[config.mk]
export PLATFORM = sky130hd
export DESIGN_NAME = serial_lane_mux_flat
export DESIGN_NICKNAME = d
export VERILOG_FILES = /design/src/rtl/serial_lane_mux_if.sv /design/src/rtl/serial_lane_mux.sv /design/src/flat_wrapper.sv
export SDC_FILE = /design/constraint.sdc
export NUM_CORES = 1
export LEC_CHECK = 0
export ABC_CLOCK_PERIOD_IN_PS = 1900
export CORE_MARGIN = 2
export CORE_UTILIZATION = 45
export CTS_CLUSTER_DIAMETER = 150
export DETAILED_ROUTE_END_ITERATION = 6
export HOLD_SLACK_MARGIN = 0.12
export PLACE_DENSITY = 0.81
export REMOVE_ABC_BUFFERS = 1
export SYNTH_ARGS = -nofsm -noshare
export SYNTH_HDL_FRONTEND = slang
export SYNTH_SLANG_ARGS = --single-unit
[constraint.sdc]
create_clock -name clk -period 1.9 [get_ports clk]
set_input_delay 0.475 -clock clk [delete_from_list [all_inputs] [get_ports clk]]
set_output_delay 0.475 -clock clk [all_outputs]
set_load 0.05 [all_outputs]
[src/rtl/serial_lane_mux_if.sv]
// Bus bundle for serial_lane_mux: lane inputs, selection controls and framed serial output.
// The lane_mask signal exists only when LANE_MASK_EN is defined.
interface serial_lane_mux_if #(
  parameter int LANES = 4
) ();
  localparam int SELW = (LANES > 1) ? $clog2(LANES) : 1;

  logic [LANES-1:0] din;
  logic             din_valid;
  logic             mode;
  logic [SELW-1:0]  sel;
  logic             sel_load;
  logic             dout;
  logic             dout_valid;
  logic [SELW-1:0]  dout_lane;
  logic             frame_start;
  logic             frame_end;
  logic             sel_err;
`ifdef LANE_MASK_EN
  logic [LANES-1:0] lane_mask;

  modport master (
    output din, din_valid, mode, sel, sel_load, lane_mask,
    input  dout, dout_valid, dout_lane, frame_start, frame_end, sel_err
  );
  modport slave (
    input  din, din_valid, mode, sel, sel_load, lane_mask,
    output dout, dout_valid, dout_lane, frame_start, frame_end, sel_err
  );
`else
  modport master (
    output din, din_valid, mode, sel, sel_load,
    input  dout, dout_valid, dout_lane, frame_start, frame_end, sel_err
  );
  modport slave (
    input  din, din_valid, mode, sel, sel_load,
    output dout, dout_valid, dout_lane, frame_start, frame_end, sel_err
  );
`endif
endinterface

[src/rtl/serial_lane_mux.sv]
// Frame-aligned N-lane serial mux: lane switches (manual or round-robin) only at frame boundaries.
// Optional LANE_MASK_EN adds a per-lane disable mask honoured by scan, load and queued selection.
module serial_lane_mux #(
  parameter int LANES     = 4,
  parameter int FRAME_LEN = 8
) (
  input  logic             clk,
  input  logic             rst,
  serial_lane_mux_if.slave bus
);
  localparam int SELW = (LANES > 1) ? $clog2(LANES) : 1;
  localparam int CW   = (FRAME_LEN > 1) ? $clog2(FRAME_LEN) : 1;
  localparam int PADW = 2 ** SELW;
  localparam logic [CW-1:0] LAST    = CW'(FRAME_LEN - 1);
  localparam logic [SELW:0] LANES_W = (SELW + 1)'(LANES);

  logic [SELW-1:0] active_q, active_d;
  logic [SELW-1:0] pend_lane_q, pend_lane_d;
  logic            pend_vld_q, pend_vld_d;
  logic [CW-1:0]   bit_cnt_q, bit_cnt_d;
  logic            dout_q, dout_d;
  logic            dout_valid_q, dout_valid_d;
  logic [SELW-1:0] dout_lane_q, dout_lane_d;
  logic            frame_start_q, frame_start_d;
  logic            frame_end_q, frame_end_d;
  logic            sel_err_q, sel_err_d;

  logic [LANES-1:0] lane_dis;
  logic [PADW-1:0]  dis_pad;
  logic [SELW-1:0]  scan_next;
  logic [SELW-1:0]  cand;
  logic             scan_found;
  logic             wrap;
  logic             sel_ok;

`ifdef LANE_MASK_EN
  assign lane_dis = bus.lane_mask;
`else
  assign lane_dis = '0;
`endif
  // Padded to the full index range so an out-of-range sel can still be looked up safely.
  assign dis_pad = PADW'(lane_dis);
  assign wrap    = bus.din_valid && (bit_cnt_q == LAST);
  assign sel_ok  = ({1'b0, bus.sel} < LANES_W) && !dis_pad[bus.sel];

  // First eligible lane after active in circular order; holds when none is eligible.
  always_comb begin
    scan_next  = active_q;
    scan_found = 1'b0;
    cand       = '0;
    for (int k = 1; k < LANES; k++) begin
      cand = SELW'((int'(active_q) + k) % LANES);
      if (!scan_found && !lane_dis[cand]) begin
        scan_next  = cand;
        scan_found = 1'b1;
      end
    end
  end

  always_comb begin
    active_d      = active_q;
    pend_lane_d   = pend_lane_q;
    pend_vld_d    = pend_vld_q;
    bit_cnt_d     = bit_cnt_q;
    dout_d        = dout_q;
    dout_valid_d  = 1'b0;
    dout_lane_d   = dout_lane_q;
    frame_start_d = 1'b0;
    frame_end_d   = 1'b0;
    sel_err_d     = 1'b0;

    if (bus.din_valid) begin
      dout_d        = bus.din[active_q];
      dout_valid_d  = 1'b1;
      dout_lane_d   = active_q;
      frame_start_d = (bit_cnt_q == '0);
      frame_end_d   = (bit_cnt_q == LAST);
      bit_cnt_d     = wrap ? '0 : bit_cnt_q + 1'b1;
    end

    // A queued lane that became ineligible is dropped; scan/hold applies instead.
    if (wrap) begin
      pend_vld_d = 1'b0;
      if (pend_vld_q && !dis_pad[pend_lane_q]) begin
        active_d = pend_lane_q;
      end else if (bus.mode) begin
        active_d = scan_next;
      end
    end

    // Loads on a wrap cycle land in the queue after the wrap has consumed the old entry.
    if (bus.sel_load) begin
      if (!sel_ok) begin
        sel_err_d = 1'b1;
      end else if ((bit_cnt_q == '0) && !bus.din_valid) begin
        active_d   = bus.sel;
        pend_vld_d = 1'b0;
      end else begin
        pend_lane_d = bus.sel;
        pend_vld_d  = 1'b1;
      end
    end
  end

  always_ff @(posedge clk) begin
    if (rst) begin
      active_q      <= '0;
      pend_lane_q   <= '0;
      pend_vld_q    <= 1'b0;
      bit_cnt_q     <= '0;
      dout_q        <= 1'b0;
      dout_valid_q  <= 1'b0;
      dout_lane_q   <= '0;
      frame_start_q <= 1'b0;
      frame_end_q   <= 1'b0;
      sel_err_q     <= 1'b0;
    end else begin
      active_q      <= active_d;
      pend_lane_q   <= pend_lane_d;
      pend_vld_q    <= pend_vld_d;
      bit_cnt_q     <= bit_cnt_d;
      dout_q        <= dout_d;
      dout_valid_q  <= dout_valid_d;
      dout_lane_q   <= dout_lane_d;
      frame_start_q <= frame_start_d;
      frame_end_q   <= frame_end_d;
      sel_err_q     <= sel_err_d;
    end
  end

  assign bus.dout        = dout_q;
  assign bus.dout_valid  = dout_valid_q;
  assign bus.dout_lane   = dout_lane_q;
  assign bus.frame_start = frame_start_q;
  assign bus.frame_end   = frame_end_q;
  assign bus.sel_err     = sel_err_q;
endmodule
[src/flat_wrapper.sv]
// flat-port wrapper written by rule: the top's interface ports become plain ports
module serial_lane_mux_flat 
#(
  parameter int LANES     = 4,
  parameter int FRAME_LEN = 8
)
  (clk, rst, bus_din, bus_din_valid, bus_mode, bus_sel, bus_sel_load, bus_dout, bus_dout_valid, bus_dout_lane, bus_frame_start, bus_frame_end, bus_sel_err);
  serial_lane_mux_if #(.LANES(LANES)) bus_i ();
  input  logic clk;
  input  logic rst;
  input wire logic [$bits(bus_i.din)-1:0] bus_din;
  input wire logic [$bits(bus_i.din_valid)-1:0] bus_din_valid;
  input wire logic [$bits(bus_i.mode)-1:0] bus_mode;
  input wire logic [$bits(bus_i.sel)-1:0] bus_sel;
  input wire logic [$bits(bus_i.sel_load)-1:0] bus_sel_load;
  output wire logic [$bits(bus_i.dout)-1:0] bus_dout;
  output wire logic [$bits(bus_i.dout_valid)-1:0] bus_dout_valid;
  output wire logic [$bits(bus_i.dout_lane)-1:0] bus_dout_lane;
  output wire logic [$bits(bus_i.frame_start)-1:0] bus_frame_start;
  output wire logic [$bits(bus_i.frame_end)-1:0] bus_frame_end;
  output wire logic [$bits(bus_i.sel_err)-1:0] bus_sel_err;
  assign bus_i.din = bus_din;
  assign bus_i.din_valid = bus_din_valid;
  assign bus_i.mode = bus_mode;
  assign bus_i.sel = bus_sel;
  assign bus_i.sel_load = bus_sel_load;
  assign bus_dout = bus_i.dout;
  assign bus_dout_valid = bus_i.dout_valid;
  assign bus_dout_lane = bus_i.dout_lane;
  assign bus_frame_start = bus_i.frame_start;
  assign bus_frame_end = bus_i.frame_end;
  assign bus_sel_err = bus_i.sel_err;
  serial_lane_mux #(.LANES(LANES), .FRAME_LEN(FRAME_LEN)) u_core (.clk(clk), .rst(rst), .bus(bus_i));
endmodule
==> metrics.txt, run 1 <==
initial core utilization 0.4919; Max IR drop VDD approximately 0.53 mV; ant diodes 0; Seq/Total Area, Yosys 0.4324; CTS H-Tree Depth 1; dominant cell type by area after synthesis dfxtp_1; Max Freq around 600 MHz; worst r2r dst u_core.active_q[1]$_SDFF_PP0_; Die H 41.95 um; RSZ-0062 raised after global routing false; Final #Nets roughly 110; slowest CP cell or4_1; Setup crit end u_core.active_q[1]$_SDFF_PP0_; WP data required approximately 2.1 ns; root buf cell clkbuf_4; Setup WS pre-CTS -0.05129 ns; Rows 13; top_reg_cell synth dfxtp_1; Leak ~0.38 nW; Cell Area, Placed roughly 830 um^2; die width between 40 and 50 um; Reg power frac 0.487; DRC viols 0; core area approximately 1300 um^2; synthesized flop and latch total 14; CP Data Arrival Time ~1.9 ns; internal cell power just under 0.5 mW; Final Critical Period roughly 1.7 ns; yosys warns 0; share of cells above drive strength 1 0.2065; worst hold margin 0.4737 ns; CP cell instances ha_1 > ha_1 > nand2_1 > or4_1 > a311oi_1; CTS sink cnt 14; reg-to-reg critical path startpoint u_core.bit_cnt_q[0]$_SDFFE_PP0P_; Hold Crit Class reg -> reg; First-pass DRT Iterations 4; Cells after Synth 70; Total Routing Usage GR 0.1542; PwrDens 763.5 nW/um^2; post-DP HPWL 1.029 mm; I/O pins 18; Area growth syn-to-layout 34.36%; CP max stage delay 0.52 ns; Startpoint Class register; Max-cap violations 0; Gate power share 0.192; final WL 1.268 mm; number of hold-repair buffers added at the cts stage 0; register area 280.3 um^2; Netlist cell types 25; largest net degree at the start of global routing 9; Tcrit/Tclk final 0.8792; Via Count 541; Port Buffers 16; Final setup viols 0; vias in the first global route roughly 530; cts bufs inserted 3; DIE AREA around 1800 um^2; critical path endpoint category register; Syn Area/Cell between 9 and 10 um^2; crit path launch u_core.bit_cnt_q[0]$_SDFFE_PP0P_; Crit Path Category reg -> reg; Vias/cell 5.056; Synth async-reset ratio 0; gr ovfl total 0; reg-to-reg slack, setup 0.23 ns; ANT nets after route 0; Post-CTS Setup Bufs 0; # resized after CTS 0; Fillers between 100 and 150; clk_lat worst skew 0.28 ns; Post-synth EDFFs 0; PnR worst setup slack approximately 0.23 ns; Clock Pin Slew Worst Setup and Hold Paths approximately 0.09 ns; Reg2Reg Depth 5; crit path buf inv count 0; skew final a little over 0.007 ns; Final Hold Viols 0; fin area approximately 870 um^2; GPL Wtd Cong around 0.73; clk buf depth 2; clock share of power 0.322; status completed; CP max FO 4; stages on the worst setup path 5; top cell type's share of synthesized area 0.4324; TritonCTS clock tree yes; switch share 0.2626; CP top delay family simple AND/OR/NAND/NOR gates; first-pass GRT wire length 2.139 mm; DRT iter0 DRCs 3; multi-input logic area 341.6 um^2; P_sw around 0.17 mW; initial antenna violation count 0; most used cell, CP ha_1; Slew Limit Fails 0; most area-consuming cells after synthesis dfxtp_1 43%, nor2_1 6.4%, mux2i_1 6.2%; drt wl/cell ~12 um; synthesized cell area between 600 and 700 um^2
==> through the flow <==
stage | total power, mW | instances | TNS [ns] | util
6_report | 0.6649 | 107 | 0 | 0.6610
5_1_grt | 0.6937 | 107 | 0 | 0.6610
4_1_cts | 0.6709 | 107 | 0 | 0.6610
3_5_place_dp | 0.4592 | 103 | -0.09467 | 0.6334
3_3_place_gp | 0.4558 | 103 | -0.03815 | 0.6334
2_1_floorplan | 0.4023 | 67 | 0 | -
==> cells in the mapped netlist (2+ instances only) <==
cell and number:
a311oi_1 2, nand3_1 3, nand2_1 4, o21ai_0 3, mux2i_1 4, nor2_1 11, inv_1 3, dfxtp_1 14
or3b_2 2, a21oi_1 4, clkbuf_1 2, ha_1 3, nor2b_1 3
==> layer usage <==
layer  GRT usage  share of wire
met1      0.1845           0.45
met3     0.03913          0.064
met4     0.05806              0
met5           0              0
met2      0.2625           0.48
==> cells in the final DEF, fill, tap and decap left out, types with 3 or more instances in the layout <==
| cell type | count |
|---|---|
| nand2_1 | 4 |
| o21ai_0 | 3 |
| inv_1 | 3 |
| clkdlybuf4s50_1 | 10 |
| mux2i_1 | 4 |
| nor2_1 | 11 |
| dfxtp_1 | 14 |
| ha_1 | 3 |
| nand3_1 | 3 |
| nor2b_1 | 3 |
| buf_4 | 11 |
| clkbuf_4 | 3 |
| a21oi_1 | 4 |
==> kinds of logic (layout without fill, tap and decap cells) <==
family	count (synthesis)	count (layout)	share of synthesized area
simple gates	29	29	0.2490
flops	14	14	0.4324
compound gates	12	12	0.1178
buf+inv	6	28	0.04055
mux	5	5	0.09653
fa+ha+maj	3	3	0.05792
other cells	1	1	0.005786
==> power groups by stage <==
stage               registers (mW)  clock network [mW]  logic, mW
floorplan                    0.349                   0     0.0532
global placement             0.330                   0      0.126
detailed placement           0.331                   0      0.128
CTS                          0.324               0.218      0.128
global route                 0.327               0.229      0.138
finish                       0.324               0.214      0.127
==> flip-flops by register name (all words and copies together) (netlist names) <==
| register | cells |
|---|---|
| u_core.active_q | 2 |
| u_core.pend_lane_q | 2 |
| u_core.pend_vld_q | 1 |
| u_core.bus.dout | 1 |
| u_core.bus.dout_lane | 2 |
| u_core.bus.frame_start | 1 |
| u_core.bus.frame_end | 1 |
| u_core.bus.dout_valid | 1 |
| u_core.bit_cnt_q | 3 |
==> layout make-up <==
cell class,instances,area share
Inverter,3,0.01293
Multi-Input combinational cell,50,0.3922
Tap cell,15,0.02155
Sequential cell,14,0.3218
Clock buffer,4,0.04167
Timing Repair Buffer,21,0.2098
==> worst min path at each step <==
stage	startpoint	end	slack, ns	cells past startpoint
floorplan	u_core.pend_lane_q[1]$_SDFFE_PP0P_	u_core.pend_lane_q[1]$_SDFFE_PP0P_	0.44	2
global placement	u_core.pend_lane_q[1]$_SDFFE_PP0P_	u_core.pend_lane_q[1]$_SDFFE_PP0P_	0.46	2
detailed placement	u_core.pend_lane_q[1]$_SDFFE_PP0P_	u_core.pend_lane_q[1]$_SDFFE_PP0P_	0.46	2
CTS	u_core.pend_lane_q[1]$_SDFFE_PP0P_	u_core.pend_lane_q[1]$_SDFFE_PP0P_	0.48	2
global route	u_core.pend_lane_q[1]$_SDFFE_PP0P_	u_core.pend_lane_q[1]$_SDFFE_PP0P_	0.51	2
finish	u_core.pend_lane_q[1]$_SDFFE_PP0P_	u_core.pend_lane_q[1]$_SDFFE_PP0P_	0.47	2
==> worst min-delay path: stages, from the launching register on <==
cell	delay (ns)
dfxtp_1	0.31
o21ai_0	0.06
a21oi_1	0.06
Power figures use the tool's default switching activity.
==> run 2, diff against run 1 <==
--- a/config.mk
+++ b/config.mk
@@ -12,6 +12,7 @@
 export DETAILED_ROUTE_END_ITERATION = 6
 export HOLD_SLACK_MARGIN = 0.12
 export PLACE_DENSITY = 0.81
+export RECOVER_POWER = 50
 export REMOVE_ABC_BUFFERS = 1
 export SYNTH_ARGS = -nofsm -noshare
 export SYNTH_HDL_FRONTEND = slang
==> run 2 against run 1 <==
Compared with the run above: worst hold slack is essentially flat; sequential share of layout area up 1.1 points; maximum frequency is 5.6% lower; clock power hardly changed; largest power group unchanged; flip-flop and latch count did not move; cell area decreased by 3.4%; largest cell class unchanged.
==> metrics.txt, run 2 (same netlist as run 1, synthesis figures left out) <==
gr ovfl total 0 (unchanged); DRT iter0 DRCs 3 (unchanged); number of hold-repair buffers added at the cts stage 0 (unchanged); Max IR drop VDD 0.5369 mV (+1.5%); clk buf depth 2 (unchanged); GPL Wtd Cong 0.7257 (unchanged); initial antenna violation count 0 (unchanged); Final setup viols 0 (unchanged); Crit Path Category in -> reg; Slew Limit Fails 0 (unchanged); Power, Total 0.6586 mW (-0.95%); largest net degree at the start of global routing 9 (unchanged); Slew headroom 0.5984; DIE AREA 1760 um^2 (unchanged); First-pass DRT Iterations 4 (unchanged); most flop-heavy register u_core.bit_cnt_q; CP cell instances dlygate4sd3_1 > or4bb_1 > a311oi_1; Startpoint Class input port; vias in the first global route 529 (unchanged); DRC viols 0 (unchanged); Final Critical Period 1.770 ns (+0.09987 ns); PwrDens 783.3 nW/um^2 (+2.6%); critical path endpoint category register; root buf cell clkbuf_4; Via Count 545 (+0.74%); CTS H-Tree Depth 1 (unchanged); CP max FO 4 (unchanged); Port Buffers 16 (unchanged); CP Data Arrival Time 1.96 ns (+0.10 ns); hold depth 2 (unchanged); commonest non-fill, non-tap cell in the layout dfxtp_1; Area growth syn-to-layout 29.73%; ANT nets after route 0 (unchanged); post-DP HPWL 1.029 mm (unchanged); status completed; Final #Nets 107 (unchanged); Rows 13 (unchanged); TritonCTS clock tree yes; final WL 1.277 mm (+0.71%); # resized after CTS 0 (unchanged); Clock Pin Slew Worst Setup and Hold Paths 0.09 ns (about the same); clk_lat worst skew 0.28 ns (about the same); Vias/cell 5.093 (+0.74%); share of cells above drive strength 1 0.1196 (-0.08696); Max Freq 564.9 MHz (-5.6%); WP data required 2.09 ns (about the same); core area 1318 um^2 (unchanged); drt wl/cell 11.93 um (+0.71%); Total Routing Usage GR 0.1542 (unchanged); Worst-Margin Slew 0.6051 ns; die width 41.95 um (unchanged); Hold Crit Class reg -> reg; skew final 0.007200 ns (-0.000004410 ns); slowest CP cell or4bb_1; fin util 0.6382 (-0.02279); CTS sink cnt 14 (unchanged); Die H 41.95 um (unchanged); CP max stage delay 0.59 ns (+0.07 ns); I/O pins 18 (unchanged); initial core utilization 0.4919 (unchanged); RSZ-0062 raised after global routing false; Post-CTS Setup Bufs 0 (unchanged); max FFs per register 3 (unchanged); Final Hold Viols 0 (unchanged); cts bufs inserted 3 (unchanged); Leak 0.3510 nW (-8.1%); Fillers 124 (+6.9%); ant diodes 0 (unchanged); Reg2Reg Depth 5 (unchanged); first-pass GRT wire length 2.139 mm (unchanged); Max-cap violations 0 (unchanged); commonest non-fill, non-tap cells in the layout 14 x dfxtp_1, 11 x nor2_1, 9 x clkdlybuf4s50_1; Tcrit/Tclk final 0.9318 (+0.05256)
run 2: changes by cell type in the layout (fill, tap and decap cells not counted), sizes merged:
cell	change
buf	-8
clkbuf	+8
clkdlybuf4s50	-1
dlygate4sd3	+1
run 2: final cells by class:
cell class	count	area, um^2	area share
multi-input combinational	50	341.6	0.4063
sequential	14	280.3	0.3333
timing repair buffer	21	152.6	0.1815
clock buffer	4	36.28	0.04315
tap	15	18.77	0.02232
inverter	3	11.26	0.01339
run 2: worst paths after layout:
kind                                 startpoint                                  to  slack [ns]
min reg2reg  u_core.pend_lane_q[1]$_SDFFE_PP0P_  u_core.pend_lane_q[1]$_SDFFE_PP0P_        0.47
max                               bus_din_valid       u_core.active_q[1]$_SDFF_PP0_        0.13
min          u_core.pend_lane_q[1]$_SDFFE_PP0P_  u_core.pend_lane_q[1]$_SDFFE_PP0P_        0.47
max reg2reg    u_core.bit_cnt_q[0]$_SDFFE_PP0P_       u_core.active_q[1]$_SDFF_PP0_        0.23
run 2: power by group:
part / total [mW] / internal, mW / leakage [nW] / switching, mW
Clock: 0.214 / 0.116 / 0.0210 / 0.0975
Sequential: 0.324 / 0.311 / 0.115 / 0.0129
Combinational: 0.121 / 0.0568 / 0.215 / 0.0642
run 2: layer usage:
layer	wire length (um)	part of all wire	global-route usage
met5	0	0	0
met4	0	0	0.05806
met3	85	0.067	0.03913
met2	606	0.47	0.2625
met1	584	0.46	0.1845
run 2: critical path: cells and delay by family:
kind / cells / cell delay (ns)
AOI/OAI and AO/OA: 1 / 0.31
buffers and inverters: 1 / 0.58
and+or+nand+nor: 1 / 0.59
run 2: per-stage QoR:
stage / worst slack (ns) / hold slack, ns / instance area [um^2] / setup TNS, ns / instances
after floorplan: 0.3311 / 0.4430 / 633.1 / 0 / 67
final: 0.1296 / 0.4737 / 840.8 / 0 / 107
after global routing: 0.05661 / 0.5105 / 840.8 / 0 / 107
after global placement: -0.03815 / 0.4595 / 834.6 / -0.03815 / 103
after CTS: 0.2219 / 0.4772 / 870.8 / 0 / 107
after detailed placement: -0.05129 / 0.4637 / 834.6 / -0.09467 / 103
